$ cat src/rtl/countdown_arbiter.sv
// countdown_arbiter: one shared down-counter handed out round-robin
// to N_REQ requesters, with done/abort pulses back to the owner.
module countdown_arbiter #(
   parameter int N_REQ = 4,
   parameter int CNT_W = 4
) (
   input  logic                   clock,
   input  logic                   reset_n,
   input  logic [N_REQ-1:0]       req,
   input  logic [N_REQ*CNT_W-1:0] req_count,
   input  logic                   tick,
   output logic [N_REQ-1:0]       grant,
   output logic [N_REQ-1:0]       done,
   output logic [N_REQ-1:0]       abort,
   output logic                   busy,
   output logic [CNT_W-1:0]       value,
   output logic                   zero
);
   localparam int PTR_W = $clog2(N_REQ);
   localparam logic [N_REQ-1:0] ONE = N_REQ'(1);

   typedef enum logic [2:0] {
      IDLE,
      LOAD,
      COUNT,
      DONE,
      ABORT
   } state_t;

   state_t           state;
   logic [PTR_W-1:0] rr_ptr;
   logic [PTR_W-1:0] owner;
   logic [PTR_W-1:0] win;
   logic [PTR_W-1:0] idx;
   logic [CNT_W-1:0] load_val;
   logic             own_req;

   assign zero     = ~|value;
   assign own_req  = req[owner];
   assign load_val = req_count[int'(owner)*CNT_W +: CNT_W];

   // Scan from farthest to nearest so the nearest set bit after rr_ptr wins.
   always_comb begin
      win = '0;
      idx = '0;
      for (int k = N_REQ; k >= 1; k--) begin
         idx = PTR_W'((int'(rr_ptr) + k) % N_REQ);
         if (req[idx]) win = idx;
      end
   end

   always_ff @(posedge clock or negedge reset_n) begin
      if (!reset_n) begin
         state  <= IDLE;
         rr_ptr <= PTR_W'(N_REQ - 1);
         owner  <= '0;
         grant  <= '0;
         done   <= '0;
         abort  <= '0;
         busy   <= 1'b0;
         value  <= '0;
      end else begin
         done  <= '0;
         abort <= '0;
         unique case (state)
            IDLE: begin
               if (|req) begin
                  owner <= win;
                  grant <= ONE << win;
                  busy  <= 1'b1;
                  state <= LOAD;
               end
            end
            LOAD: begin
               if (!own_req) begin
                  abort <= grant;
                  state <= ABORT;
               end else begin
                  value <= load_val;
                  state <= COUNT;
               end
            end
            COUNT: begin
               // A dropped request outranks expiry in the same cycle.
               if (!own_req) begin
                  abort <= grant;
                  state <= ABORT;
               end else if (zero) begin
                  done  <= grant;
                  state <= DONE;
               end else if (tick) begin
                  value <= value - 1'b1;
               end
            end
            DONE, ABORT: begin
               rr_ptr <= owner;
               grant  <= '0;
               busy   <= 1'b0;
               state  <= IDLE;
            end
            default: state <= IDLE;
         endcase
      end
   end
endmodule

$ cat config.mk
export PLATFORM = sky130hd
export DESIGN_NAME = countdown_arbiter
export DESIGN_NICKNAME = d
export VERILOG_FILES = /design/src/rtl/countdown_arbiter.sv
export SDC_FILE = /design/constraint.sdc
export NUM_CORES = 1
export LEC_CHECK = 0
export CAP_MARGIN = 20
export CORE_ASPECT_RATIO = 2
export CORE_MARGIN = 3
export CORE_UTILIZATION = 34
export DETAILED_ROUTE_END_ITERATION = 8
export PLACE_DENSITY_LB_ADDON = 0.3
export SYNTH_ARGS = -nofsm -noshare
export SYNTH_HDL_FRONTEND = slang
export SYNTH_SLANG_ARGS = --single-unit
$ cat constraint.sdc
create_clock -name clock -period 2.5 [get_ports clock]
set_input_delay 0.25 -clock clock [delete_from_list [all_inputs] [get_ports clock]]
set_output_delay 0.25 -clock clock [all_outputs]
set_load 0.01 [all_outputs]
### After elaboration in Yosys (flattened, before gate mapping)

Cells that the tools add are included.

| storage, ports and cells | value |
|---|---|
| register bits | 24 |
| input port bits | 23 |
| output and inout bits | 18 |
| word-level logic and storage cells | 75 |

| operators by class | value |
|---|---|
| add/sub/neg operators | 5 |
| order comparisons | 5 |
| equal/unequal tests | 10 |
| shift operators | 2 |
| muxes and demuxes | 33 |
| reduce and logical (&&, ||, !) cells | 12 |

Operators by type and width:

| operator | count |
|---|---|
| $mux 4 | 10 |
| $pmux 4 s2 | 2 |
| $shiftx 16x5->4 | 1 |
| $lt 2x3->1 const B | 5 |
| $mux 3 | 4 |
| $bmux 1 s2 | 5 |
| $ne 2x2->1 const B | 5 |
| $pmux 3 s3 | 1 |
| $mux 2 | 4 |
| $reduce_or 4->1 | 2 |
| $eq 3x2->1 const B | 2 |
| $mux 1 | 6 |
| $reduce_and 2->1 | 3 |
| $reduce_and 5->1 | 1 |
| $add 2x1->2 const B | 2 |
| $add 2x2->2 const B | 2 |
| $reduce_bool 2->1 | 2 |
| $reduce_or 2->1 | 2 |
| $shl 1x2->4 const A | 1 |
| $sub 4x1->4 const B | 1 |
| $eq 3x1->1 const B | 1 |
| $eq 3x3->1 const B | 1 |
| $logic_not 3->1 | 1 |
| $ne 3x3->1 const B | 1 |
| 2 further kinds | 2 |

### Longest topological paths before layout

Gate-level depths: netlist (run 1).

| depth | value |
|---|---|
| word-level depth | 10 |
| depth in mapped cells | 6 |
| gate-level depth less buffers | 6 |

### Least setup slack after synthesis (run 1)

No wires, ideal clock.

| timing path | value |
|---|---|
| kind | register to register |
| from | reg value[0] |
| to | reg value[1] |
| setup time | 0.125 ns |
| arrival | 1.913 ns |
| required time | 2.375 ns |
| setup slack | 0.463 ns |
| stages on the path, launching flop included | 7 |
| buffers on the path | 0 |
| clock period less this slack | 2.037 ns |
| cells stage by stage | dfrtp_1 -> inv_1 -> ha_1 -> nor3b_1 -> o32ai_2 -> nand2_1 -> mux2_2 |

| on the way | value |
|---|---|
| cells in the longest elaborated chain, start to end | 5 |
| elaborated cells on any way between the ends | 8 |
| those cells by class | 1 x add/sub; 1 x eq/ne; 4 x mux; 2 x reduce/logical |

Ends and longest elaborated chain:

| element | RTL line | RTL |
|---|---|---|
| start, declared | 16 | `output logic [CNT_W-1:0] value,` |
| start signal, assigned | 79 | `value <= load_val;` |
| start signal, assigned | 92 | `value <= value - 1'b1;` |
| $sub 4x1->4 | 92 |  |
| $mux 4 | 91 | `end else if (tick) begin` |
| $mux 4 | 88 | `end else if (zero) begin` |
| $mux 4 | 85 | `if (!own_req) begin` |
| $pmux 4 s2 | 65 | `unique case (state)` |

Parallel ways exist; a longest one is shown, timed or not. The select of a mux whose other input is x is not followed.
A chain may end at the register's enable or synchronous reset.

### Worst setup path after layout (run 1)

| timing path | value |
|---|---|
| from | reg value[0] |
| to | out zero |

| on the way | value |
|---|---|
| cells in the longest elaborated chain, start to end | 2 |

Ends and longest elaborated chain:

| element | RTL line | RTL |
|---|---|---|
| $reduce_or 4->1 | 38 | `assign zero = ~\|value;` |
| $logic_not 1->1 | 38 |  |
| end, declared | 17 | `output logic zero` |

Every way passes these cells.

==> results of run 1 <==
path summary, 6_finish.rpt:
check                                  to      from  slack [ps]
worst max-delay path                 zero  value[0]         360
worst min-delay path             value[2]   reset_n         330
worst max register to register   grant[2]  state[2]         620
worst min register to register       busy      busy         530
max in group asynchronous       rr_ptr[0]   reset_n        1880
min in group clock                   busy      busy         530
sequential cells by signal, indices dropped and copies added (netlist names):
name and flops:
abort 4, busy 1, done 4, grant 4, owner 2, rr_ptr 2
state 3, value 4
layout make-up:
cell class	count	area (sq um)
clock inverter	1	30.0
inverter	5	18.8
tap	49	61.3
multi-input combinational	73	619
clock buffer	3	41.3
fill	345	1860
timing repair buffer	41	408
sequential	24	603
kinds of logic (layout without fill, tap and decap cells):
group	count (synthesis)	count (layout)	synth area share [%]
AOI/OAI and AO/OA	26	26	15.5
xor gates and xnor gates	1	1	0.678
adders and majority gates	1	1	0.969
buffers and inverters	12	50	5.72
DFF	24	24	46.7
muxes	9	9	13.3
and+or+nand+nor	36	36	17.2
stage by stage:
step | utilization [%] | instances | setup slack (ps) | total power [uW]
floorplan | - | 109 | 463 | 1280
global placement | 46.8 | 192 | 411 | 1530
detailed placement | 46.8 | 192 | 319 | 1570
CTS | 48.7 | 196 | 115 | 1910
global route | 48.9 | 196 | 238 | 2020
finish | 48.9 | 196 | 355 | 1890
layer usage:
metal	wire [um]	vias to the layer above
met4	129	0
met1	992	507
met5	0	-
li1	-	486
met3	80	13
met2	1650	28
power groups by stage:
| stage | Sequential (uW) | Clock [uW] | Combinational (uW) |
|---|---|---|---|
| after global routing | 723 | 363 | 936 |
| after floorplan | 641 | 0 | 641 |
| after CTS | 696 | 345 | 867 |
| after detailed placement | 704 | 0 | 864 |
| final | 698 | 339 | 857 |
| after global placement | 694 | 0 | 841 |
repair_timing:
| item | 4_1_cts | 5_1_grt |
|---|---|---|
| gates resized for setup | 0 | 1 |
| endpoints found under the setup margin | 0 | 1 |
| hold buffers | 0 | 0 |
placed cells by master (no fill, tap or decap), drive strengths merged, types with 2 or more instances in the layout:
master         count
o21ai              3
and2               8
inv                5
clkdlybuf4s50     40
nor3b              4
mux4               5
nor2               6
nand3              2
clkbuf             3
nand2              5
nand2b             3
mux2               3
o22ai              2
nor4               2
a21oi              4
o211ai             2
dfstp              2
o22a               2
nor3               3
o2bb2ai            2
dfrtp             22
a32o               4
==> metrics.md, run 1 <==
| Metric | Value |
|---|---|
| Status | finished clean |
| Max_cap viols | 0 |
| Final worst-path cycle share | 85.8% |
| Met3 usage | 1.75% |
| Worst-margin pin slew | 828 ps |
| Area fraction of the dominant cell type after synthesis | 42.6% |
| H-tree depth | 1 |
| Postcts setup bufs | 0 |
| Number of vias per cell | 5.28 |
| Delay of the slowest critical-path stage | 610 ps |
| Routed Antenna Nets | 0 |
| Critical Path Sink Type | output port |
| Largest net degree at the start of global routing | 25 |
| Port Buffers | 40 |
| DR iter-0 viols | 13 |
| Sequential area share after synthesis | 46.7% |
| Number of remaining DRC errors | 0 |
| Top cells by count, synth | dfrtp_1 (22), and2_1 (8), nor2_1 (6), inv_1 (5), nand2_1 (5) |
| Post-synth EDFFs | 0 |
| First-pass GRT wire length | 4.71 mm |
| Synth warnings | 0 |
| Synth Instances | 109 |
| CP Data Required Time | 2250 ps |
| Critical path class | register to output port |
| Critical path depth | 4 |
| Routing usage on met2 | 24.7% |
| Total Wirelength | 2.85 mm |
| GRT met1 Usage | 12.8% |
| Die Y-Extent | 93.2 um |
| Synthesized area | 1290 sq um |
| Vias in the first global route | 1030 |
| Via count | 1034 |
| P_int | 1210 uW |
| Worst Path Max Fanout | 4 |
| Crit path time final | 2140 ps |
| Avg WL per Cell | 14.6 um |
| Final instance area | 1780 sq um |
| Gate power share | 45.2% |
| Diodes inserted | 0 |
| Highest-delay cell along the critical path | clkdlybuf4s50_1 |
| Clock power frac | 17.9% |
| Total I/O pin count | 41 |
| # nets final | 172 |
| Clk buf depth | 2 |
| Worst path cell trace | inv_1 > ha_1 > nor3b_2 > clkdlybuf4s50_1 |
| GRT overflow | 0 |
| Initial Util | 35.4% |
| Startpoint Class | register |
| CTS Buf Count | 3 |
| TritonRoute pass-1 iters | 4 |
| FFs w/ async S/R, synth | 100% |
| Setup Total Neg Slack | 0 ps |
| PwrDens | 1060 nW/um^2 |
| Sink Count | 24 |
| Total track usage | 13.1% |
| Unrepaired setup endpoints after global routing | no |
| Max Freq | 466 MHz |
| Clock root cell | clkbuf_8 |
| Fin Hold WS | 331 ps |
| TritonCTS clock tree | done |
| Largest area contributor in the netlist | dfrtp_1 |
| Core ar. | 3650 sq um |
| Slew Viols, Final | 0 |
| Syn Nets | 133 |
| Most numerous cell in the Yosys netlist | dfrtp_1 |
| Die ar. | 4620 sq um |
| Top delay family on crit path | buffers and inverters |
| Leakage dissipation | 0.000725 uW |
| Top_reg_cell synth | dfrtp_1 |
| Area contributors post-synth | dfrtp_1 (43%), mux4_1 (8.1%), dfstp_2 (4.1%) |
| RePlAce Congestion | 0.750 |
| Detailed Place HPWL | 2.34 mm |
| Fin Clk Skew | 1.68 ps |
| # rows | 31 |
| Area Overhead vs Synth | 38.0% |
| Hold Crit Class | input pin to async pin |
| Final Hold Fails | 0 |
| Syn Area/Cell | 11.8 sq um |
| Synth cell types | 40 |
| Worst reg2reg path depth | 3 |
| Max VDD drop | 579 uV |
| Headroom to the max-slew limit | 44.4% |
| Sequential share of power | 36.9% |
| Die W | 49.6 um |
| Share of post-route cells with drive strength above 1 | 11.6% |
| DP Area | 1710 sq um |
| GRT busiest layer | met2 |
| CP bufs+invs | 2 |
| Psw | 678 uW |
| Sw Ratio | 35.8% |
| Clk slew on worst S/H paths | 90 ps |
| Initial antenna violation count | 0 |
| Insertion delay to the later sink of the worst-skew pair | 260 ps |
| Worst endpoint data arrival time | 1890 ps |
| #FFs+latches synth | 24 |
| Final setup vio count | 0 |
Power figures use the tool's default switching activity.
==> run 2, diff against run 1 <==
--- a/config.mk
+++ b/config.mk
@@ -11,6 +11,7 @@
 export CORE_UTILIZATION = 34
 export DETAILED_ROUTE_END_ITERATION = 8
 export PLACE_DENSITY_LB_ADDON = 0.3
+export RECOVER_POWER = 100
 export SYNTH_ARGS = -nofsm -noshare
 export SYNTH_HDL_FRONTEND = slang
 export SYNTH_SLANG_ARGS = --single-unit
==> run 2 against run 1 <==
Critical path type unchanged. Cell area down 1.3%. Sequential share of layout area up 0.43 points. Maximum frequency fell by 0.29%. Largest cell class is now flip-flops and latches. Routed wire length down 0.28%. Largest power group unchanged.
==> metrics.md, run 2 (synthesis gave the netlist of run 1 again) <==
| Metric | Value |
|---|---|
| Routed Antenna Nets | 0 (unchanged) |
| Avg WL per Cell | 14.5 um (-0.28%) |
| Fill count | 349 (+1.2%) |
| Worst endpoint data arrival time | 1900 ps (about the same) |
| Max VDD drop | 566 uV (-2.1%) |
| Reg2Reg Launch Point | value[0] |
| Worst path cell trace | inv_1 > ha_1 > nor3b_2 > dlygate4sd3_1 |
| Largest net degree at the start of global routing | 25 (unchanged) |
| Postcts setup bufs | 0 (unchanged) |
| Sink Count | 24 (unchanged) |
| Worst Setup SP | value[0] |
| Die Y-Extent | 93.2 um (unchanged) |
| Status | finished clean |
| Leakage dissipation | 0.000754 uW (+4.0%) |
| CP bufs+invs | 2 (unchanged) |
| Number of vias per cell | 5.24 (-0.58%) |
| Critical path depth | 4 (unchanged) |
| Setup Total Neg Slack | 0 ps (unchanged) |
| RR Endpoint | value[1] |
| CP endpoint | zero |
| Clock root cell | clkbuf_8 |
| Worst-margin pin slew | 1260 ps (+429 ps) |
| Detailed Place HPWL | 2.34 mm (unchanged) |
| Total power | 1830 uW (-3.3%) |
| Clk slew on worst S/H paths | 90 ps (about the same) |
| Fin Hold WS | 529 ps (+198 ps) |
| DR iter-0 viols | 16 (+3) |
| Startpoint Class | register |
| TritonCTS clock tree | done |
| Top delay family on crit path | buffers and inverters |
| Critical Path Sink Type | output port |
| Worst Path Max Fanout | 4 (unchanged) |
| Top routing layer in use | met4 |
| Share of post-route cells with drive strength above 1 | 9.52% (-2.0 points) |
| First-pass GRT wire length | 4.71 mm (unchanged) |
| Unrepaired setup endpoints after global routing | no |
| Commonest non-fill, non-tap cells in the layout | dfrtp_1 (22), clkdlybuf4s50_1 (20), dlygate4sd3_1 (20), nor2_1 (6) |
| Initial Util | 35.4% (unchanged) |
| # rows | 31 (unchanged) |
| Fin Clk Skew | 1.96 ps (+0.285 ps) |
| Die ar. | 4620 sq um (unchanged) |
| Total track usage | 13.1% (unchanged) |
| Max_cap viols | 0 (unchanged) |
| # nets final | 172 (unchanged) |
| Area Overhead vs Synth | 36.2% |
| Insertion delay to the later sink of the worst-skew pair | 270 ps (about the same) |
| Hold Crit Class | register to register |
| Via count | 1028 (-0.58%) |
| H-tree depth | 1 (unchanged) |
| Port Buffers | 40 (unchanged) |
| Filler-free cell count of the finished design | 196 (unchanged) |
| Number of remaining DRC errors | 0 (unchanged) |
| Delay of the slowest critical-path stage | 660 ps (+50 ps) |
| Most common cell after layout, fill and taps aside | dfrtp_1 |
| TritonRoute pass-1 iters | 4 (unchanged) |
| Critical path class | register to output port |
| Headroom to the max-slew limit | 16.2% (-28 points) |
| Core ar. | 3650 sq um (unchanged) |
| Met2 routed WL | 1.64 mm (-0.48%) |
| GRT overflow | 0 (unchanged) |
| Reg2Reg Setup Slack | 610 ps (about the same) |
| Final worst-path cycle share | 86.0% (+0.25 points) |
| Vias in the first global route | 1030 (unchanged) |
| M1 wire length | 991 um (-0.10%) |
| Die W | 49.6 um (unchanged) |
| CTS Buf Count | 3 (unchanged) |
| Final Hold Fails | 0 (unchanged) |
| RePlAce Congestion | 0.750 (unchanged) |
| Diodes inserted | 0 (unchanged) |
| Max Freq | 465 MHz (-0.29%) |
| Crit path time final | 2150 ps (+6.14 ps) |
| CP Data Required Time | 2250 ps (about the same) |
| PwrDens | 1040 nW/um^2 (-2.0%) |
| Highest-delay cell along the critical path | dlygate4sd3_1 |
| Total I/O pin count | 41 (unchanged) |
| Final setup vio count | 0 (unchanged) |
| Worst reg2reg path depth | 6 (+3) |
| Total Wirelength | 2.85 mm (-0.28%) |
| DP Cell Count | 192 (unchanged) |
| Clk buf depth | 2 (unchanged) |
| Slew Viols, Final | 0 (unchanged) |
| Initial antenna violation count | 0 (unchanged) |
| Met3 wire len | 80 um (unchanged) |
-- run 2: how the worst min path moves through the flow --
stage / startpoint / end / slack (ps) / cells after the start
6_report: busy / busy / 530 / 2
5_1_grt: busy / busy / 570 / 2
4_1_cts: reset_n / done[3] / 350 / 2
3_5_place_dp: busy / busy / 520 / 2
3_3_place_gp: grant[2] / abort[2] / 510 / 1
2_1_floorplan: reset_n / abort[0] / -50 / 0
-- run 2: repair_timing --
item                                    in CTS  in global routing
hold buffers                                 0                  0
endpoints found under the setup margin       0                  1
resized for setup                            0                  1
-- run 2: where the power goes --
group	leakage, uW	internal, uW	switching (uW)
Combinational	0.000413	431	368
Sequential	0.000305	526	165
Clock	0.0000357	214	127
-- run 2: cell type report --
| class | count | area [sq um] | area share [%] |
|---|---|---|---|
| sequential | 24 | 603 | 34.3 |
| multi-input combinational | 73 | 601 | 34.1 |
| tap | 49 | 61.3 | 3.49 |
| clock buffer | 3 | 41.3 | 2.35 |
| inverter | 5 | 18.8 | 1.07 |
| clock inverter | 1 | 30.0 | 1.71 |
| timing repair buffer | 41 | 404 | 23.0 |
-- run 2: metrics by stage --
stage                     utilization [%]  cell area, sq um  setup WS (ps)
final                                48.2              1760            349
after global routing                 48.2              1760            239
after CTS                            48.7              1780            115
after detailed placement             46.8              1710            319
after global placement               46.8              1710            411
after floorplan                         -              1290            463
-- run 2: tightest hold or removal path, cell delays in order (launching register included) --
cell	delay (ps)
dfrtp_1	380
inv_1	50
o21bai_1	60
-- run 2: per-layer routing --
| metal | GRT usage, % | vias up |
|---|---|---|
| li1 | - | 487 |
| met1 | 12.8 | 500 |
| met2 | 24.7 | 28 |
| met3 | 1.75 | 13 |
| met4 | 8.08 | 0 |
| met5 | 0 | - |
